File: config.mk
export PLATFORM = sky130hd
export DESIGN_NAME = rv_muldiv_unit
export DESIGN_NICKNAME = d
export VERILOG_FILES = /design/src/rtl/rv_muldiv_unit.sv
export SDC_FILE = /design/constraint.sdc
export NUM_CORES = 2
export LEC_CHECK = 0
export BUFFER_PORTS_ARGS = -buffer_cell sky130_fd_sc_hd__buf_2
export CORE_MARGIN = 2
export CORE_UTILIZATION = 39
export DETAILED_ROUTE_END_ITERATION = 12
export SYNTH_ARGS = -nofsm -noshare
export SYNTH_HDL_FRONTEND = slang
export SYNTH_SLANG_ARGS = --single-unit
File: constraint.sdc
create_clock -name clk -period 23.2 [get_ports clk]
set_input_delay 1.16 -clock clk [delete_from_list [all_inputs] [get_ports clk]]
set_output_delay 1.16 -clock clk [all_outputs]
set_load 0.01 [all_outputs]
File: src/rtl/rv_muldiv_unit.sv
// rv_muldiv_unit
// Multi-cycle RV32M/RV64M arithmetic unit for the EX stage. Multiplies take a
// fixed two cycles; divides and remainders run on an iterative radix-2
// restoring divider, one quotient bit per cycle. Divide-by-zero and signed
// overflow are resolved at accept and finish in one cycle.
//
// Ports
//   clk     in   clock, all state updates on the rising edge
//   reset   in   synchronous active-high reset
//   start   in   request, sampled only while busy=0 (IDLE or DONE)
//   op      in   funct3: MUL, MULH, MULHSU, MULHU, DIV, DIVU, REM, REMU
//   data1   in   rs1 (multiplicand / dividend)
//   data2   in   rs2 (multiplier / divisor)
//   flush   in   abort the in-flight op; also blocks acceptance in IDLE/DONE
//   busy    out  high while in MUL or DIV
//   done    out  one-cycle pulse, result valid in that cycle
//   result  out  registered result, held until the next done
//
// state  | meaning
// S_IDLE | waiting for start
// S_MUL  | one cycle computing the 2*XLEN product
// S_DIV  | XLEN restoring-division steps, counter counts down to 0
// S_DONE | done pulse; may accept the next op back-to-back

module rv_muldiv_unit #(
  parameter int XLEN  = 32,
  parameter int CNT_W = $clog2(XLEN + 1)
) (
  input  logic            clk,
  input  logic            reset,
  input  logic            start,
  input  logic [2:0]      op,
  input  logic [XLEN-1:0] data1,
  input  logic [XLEN-1:0] data2,
  input  logic            flush,
  output logic            busy,
  output logic            done,
  output logic [XLEN-1:0] result
);

  typedef enum logic [1:0] {S_IDLE, S_MUL, S_DIV, S_DONE} state_t;

  state_t           state;
  logic [2:0]       op_q;
  logic [XLEN-1:0]  opa;    // multiplicand, or dividend magnitude shifting into quotient
  logic [XLEN-1:0]  opb;    // multiplier, or divisor magnitude
  logic [XLEN-1:0]  rem;
  logic [CNT_W-1:0] cnt;
  logic             neg_q;
  logic             neg_r;

  // Accept-time decode of the incoming request
  logic            accept;
  logic            signed_in;
  logic            sign1;
  logic            sign2;
  logic [XLEN-1:0] mag1;
  logic [XLEN-1:0] mag2;
  logic            div_zero;
  logic            div_ovf;
  logic [XLEN-1:0] special_res;

  assign accept    = start && !busy && !flush && (state == S_IDLE || state == S_DONE);
  assign signed_in = ~op[0];  // DIV=100 and REM=110 are the signed divide ops
  assign sign1     = signed_in & data1[XLEN-1];
  assign sign2     = signed_in & data2[XLEN-1];
  assign mag1      = sign1 ? -data1 : data1;
  assign mag2      = sign2 ? -data2 : data2;
  assign div_zero  = (data2 == '0);
  assign div_ovf   = signed_in && (data1 == {1'b1, {(XLEN-1){1'b0}}}) && (data2 == '1);

  always_comb begin
    special_res = '0;
    if (div_zero)
      special_res = op[1] ? data1 : '1;
    else if (div_ovf)
      special_res = op[1] ? '0 : data1;
  end

  // Multiply: sign-extend each operand to 2*XLEN as the op requires
  logic              ext_a;
  logic              ext_b;
  logic [2*XLEN-1:0] prod;
  logic [XLEN-1:0]   mul_res;

  assign ext_a   = (op_q[1:0] == 2'b01) || (op_q[1:0] == 2'b10);
  assign ext_b   = (op_q[1:0] == 2'b01);
  assign prod    = {{XLEN{ext_a & opa[XLEN-1]}}, opa} * {{XLEN{ext_b & opb[XLEN-1]}}, opb};
  assign mul_res = (op_q[1:0] == 2'b00) ? prod[XLEN-1:0] : prod[2*XLEN-1:XLEN];

  // One restoring step. The compare is XLEN+1 wide; when it passes, the
  // difference is below the divisor, so XLEN bits hold it exactly.
  logic [XLEN:0]   rem_sh;
  logic            q_bit;
  logic [XLEN-1:0] diff;
  logic [XLEN-1:0] rem_nx;
  logic [XLEN-1:0] quo_nx;
  logic [XLEN-1:0] div_res;

  assign rem_sh  = {rem, opa[XLEN-1]};
  assign q_bit   = (rem_sh >= {1'b0, opb});
  assign diff    = rem_sh[XLEN-1:0] - opb;
  assign rem_nx  = q_bit ? diff : rem_sh[XLEN-1:0];
  assign quo_nx  = {opa[XLEN-2:0], q_bit};
  assign div_res = op_q[1] ? (neg_r ? -rem_nx : rem_nx)
                           : (neg_q ? -quo_nx : quo_nx);

  always_ff @(posedge clk) begin
    if (reset) begin
      state  <= S_IDLE;
      busy   <= 1'b0;
      done   <= 1'b0;
      result <= '0;
      op_q   <= '0;
      opa    <= '0;
      opb    <= '0;
      rem    <= '0;
      cnt    <= '0;
      neg_q  <= 1'b0;
      neg_r  <= 1'b0;
    end else begin
      done <= 1'b0;
      case (state)
        S_IDLE, S_DONE: begin
          state <= S_IDLE;
          if (accept) begin
            op_q <= op;
            if (!op[2]) begin
              state <= S_MUL;
              busy  <= 1'b1;
              opa   <= data1;
              opb   <= data2;
            end else if (div_zero || div_ovf) begin
              state  <= S_DONE;
              done   <= 1'b1;
              result <= special_res;
            end else begin
              state <= S_DIV;
              busy  <= 1'b1;
              opa   <= mag1;
              opb   <= mag2;
              rem   <= '0;
              cnt   <= CNT_W'(XLEN);
              neg_q <= sign1 ^ sign2;
              neg_r <= sign1;
            end
          end
        end
        S_MUL: begin
          busy <= 1'b0;
          if (flush) begin
            state <= S_IDLE;
          end else begin
            state  <= S_DONE;
            done   <= 1'b1;
            result <= mul_res;
          end
        end
        S_DIV: begin
          if (flush) begin
            state <= S_IDLE;
            busy  <= 1'b0;
          end else begin
            opa <= quo_nx;
            rem <= rem_nx;
            cnt <= cnt - CNT_W'(1);
            if (cnt == CNT_W'(1)) begin
              state  <= S_DONE;
              busy   <= 1'b0;
              done   <= 1'b1;
              result <= div_res;
            end
          end
        end
        default: begin
          state <= S_IDLE;
          busy  <= 1'b0;
        end
      endcase
    end
  end

endmodule

==> metrics.txt <==
result of the run=finished, final reports clean; via count=40700; remaining design rule violation count=0; max-cap violation count=0; CTS H-tree lvls=4; post-detailed-route via-to-cell ratio=between 5 and 6; cell taking the most area after synthesis=sky130_fd_sc_hd__fa_1; net switching component of the power=roughly 0.93 mW; Post-synth top cells=sky130_fd_sc_hd__inv_1, sky130_fd_sc_hd__fa_1, sky130_fd_sc_hd__nand2_1; number of top-level pins=105; initial antenna violation count=8; final weighted congestion of routability-driven global placement=0.958; post-placement setup slack=12800 ps; worst slew margin relative to its limit=17.5%; aggregate global routing overflow=0; count of final setup violators=0; area growth from synthesis to final layout=5.08%; share of async-settable or async-resettable flops after synthesis=0%; die extent in x=362 µm; Worst Path Required=23540 ps; placed cells=7475; per-instance average area after synthesis=8.35 µm²; post-synthesis cell area=50000 µm²; wire length on met2=76.7 mm; startpoint type of the worst setup path=flip-flop; pins over their slew limit=0; average detailed-routed wire length per instance=21.6 µm; part of the Yosys area used for sequential elements=5.69%; highest routed metal layer=met5; Arrival @ worst endpoint=10890 ps; clock buffers created by TritonCTS=17; mux contribution to synthesized area=0.787%; cell with the most instances after synthesis=sky130_fd_sc_hd__inv_1; overall global routing resource usage=25.3%; later-pin clock latency in the skew report=460 ps; post-synthesis net count=7432; relative contribution of sequential cells to total power=16.7%; total power draw=1.70 mW; CTS sink count=142; most common flop cell mapped by yosys=sky130_fd_sc_hd__dfxtp_1; combinational family with the most area after synthesis=adder cells; Int Pwr=0.763 mW; Core ar.=between 100000 and 150000 µm²; highest-delay cell along the critical path=sky130_fd_sc_hd__fa_1; # fillers=12800; worst min-delay path category=flip-flop to flip-flop; register bit total from synthesis=142; met3 wirelength from detailed routing=10.8 mm; Combinational Power Share=66.6%; crit-path max FO=18; final critical-path share of the clock period=approximately 45%; gate count after technology mapping=about 6000; final setup skew=between 10 and 15 ps; peak per-stage delay on the critical path=860 ps; number of nets in the final layout=~7300; number of gates resized after cts=0; routed length on met1=67.5 mm; worst-case setup margin in the final layout=about 13000 ps; Post-Route Hold Slack=~460 ps; First DRT Iteration DRCs=3085; setup total negative slack=0 ps; Post CTS Setup Buffer Count=0; max frequency=roughly 95 MHz; Die Ht=362 µm; Synth Area in Simple Gates=16.7%; sum of net half-perimeters after detailed placement=approximately 130 mm; shortest period the worst path allows=10550 ps; post-synthesis xor/xnor area fraction=3.49%; unrepaired setup endpoints after global routing=no; buffers from clock root to sink, at most=2; layout cells sized above 1=approximately 4.7%; Root Driver=sky130_fd_sc_hd__clkbuf_16; largest cells by area after synthesis=sky130_fd_sc_hd__fa_1, sky130_fd_sc_hd__inv_1, sky130_fd_sc_hd__nand2_1, sky130_fd_sc_hd__ha_1, sky130_fd_sc_hd__dfxtp_1; IO buf count=104; compound-cell area share of the yosys netlist=between 9 and 10%; adder-cell share of the synthesized area=51.5%; area share of the leading cell type in the synthesized netlist=45.1%; final hold violations=0; post-CTS clock slew at the launch and capture registers of the worst setup and hold paths=70 ps; share of total power consumed by net switching=55.0%; power share of the clock group=about 17%; Final Routed Wirelength=162 mm; number of global-route vias before repair=42900; initial core utilization=39.2%; actual slew at the worst max-slew pin=between 1000 and 1500 ps; number of warnings printed during yosys synthesis=0; power per standard cell area=32.3 nW/µm²; TritonCTS clock tree=done; number of different library cells in the post-synthesis netlist=just over 80; Crit Path Category=flip-flop to flip-flop; maximum VDD drop=0.0574 mV; first-pass detailed-route iteration total=6; final std cells w/o fill=7510; FP Rows=131; Critical Path End Type=flip-flop; number of flops mapped to enable cells by yosys=0; antenna-violating nets left=0; leakage component of the power=between 20 and 25 nW; hold buffers post-CTS=0; wire length of the first global-routing pass=255 mm; overall die area=131000 µm²; pin count of the biggest net entering global routing=85
final cells by class:
| type | count | area, µm² | area share [%] |
|---|---|---|---|
| antenna | 3 | 7.51 | 0.0143 |
| clock buffer | 19 | 443 | 0.844 |
| clock inverter | 13 | 130 | 0.248 |
| inverter | 1258 | 4720 | 9.00 |
| multi-input combinational | 4221 | 41100 | 78.2 |
| sequential | 142 | 2860 | 5.44 |
| tap | 1662 | 2080 | 3.96 |
| timing repair buffer | 192 | 1180 | 2.26 |
cells in the final DEF (no fill, tap or decap), drive strengths merged, types with 14 or more instances in the layout:
cell type	netlist	layout
a211oi	61	61
a21o	53	53
a21oi	282	282
a221oi	24	24
a31oi	17	17
and2	248	248
and3	34	34
buf	50	192
clkbuf	308	19
dfxtp	142	142
fa	1126	1126
ha	256	256
inv	1255	1260
mux2i	28	28
nand2	965	965
nand2b	16	16
nand3	55	55
nand4	29	29
nor2	316	316
nor2b	25	25
nor3	55	55
nor4	19	19
o21a	16	16
o21ai	127	127
o21bai	17	17
o31ai	43	43
o41ai	14	14
or3	44	44
xnor2	120	120
xor2	79	79
cells by family (layout without fill, tap and decap cells):
kind of cell / after synthesis / in the layout
multiplexers: 38 / 38
buffers and inverters: 1616 / 1482
XOR/XNOR: 199 / 199
AO/OA/AOI/OAI: 751 / 751
other: 0 / 3
flip-flops: 142 / 142
AND/OR/NAND/NOR: 1851 / 1851
adder cells (fa/ha/maj): 1382 / 1382
metal layers:
metal,vias to the layer above,track usage [%]
met5,-,0
met4,2,10.4
met3,331,3.46
met2,1470,41.7
met1,21100,33.6
li1,17800,-
power groups by stage:
stage	Sequential, mW	Clock (mW)	Combinational (mW)
4_1_cts	0.281	0.284	1.12
3_3_place_gp	0.287	0	1.11
6_report	0.283	0.283	1.13
2_1_floorplan	0.274	0	0.721
5_1_grt	0.284	0.294	1.23
3_5_place_dp	0.287	0	1.11
critical path, delay by kind of cell, from the launching register on:
kind / cells / cell delay, ps
fa+ha+maj: 10 / 5570
compound gates: 5 / 1080
flops: 1 / 330
simple gates: 6 / 1950
mux: 1 / 150
buf+inv: 8 / 1290
worst paths after layout:
| kind | startpoint | endpoint | slack (ps) | cells after the start |
|---|---|---|---|---|
| worst max register to register | op_q[1]$_SDFFE_PP0P_ | result[28]$_SDFFE_PP0P_ | 12650 | 30 |
| worst min register to register | opb[22]$_SDFFE_PP0P_ | opb[22]$_SDFFE_PP0P_ | 460 | 2 |
| worst max-delay path | op_q[1]$_SDFFE_PP0P_ | result[28]$_SDFFE_PP0P_ | 12650 | 30 |
| worst min-delay path | opb[22]$_SDFFE_PP0P_ | opb[22]$_SDFFE_PP0P_ | 460 | 2 |
stage by stage:
step	util, %	instance area (µm²)
after floorplan	-	50000
after detailed placement	40.8	51900
after global routing	41.2	52500
after global placement	40.8	51900
after CTS	41.2	52500
final	41.2	52500
state kept, by name (all words and copies together) (netlist names):
| signal | cells |
|---|---|
| opa | 32 |
| neg_q | 1 |
| cnt | 6 |
| state | 2 |
| rem | 32 |
| neg_r | 1 |
| busy | 1 |
| opb | 32 |
| done | 1 |
| result | 32 |
| op_q | 2 |
No activity file was read; power rests on OpenSTA's default activity.
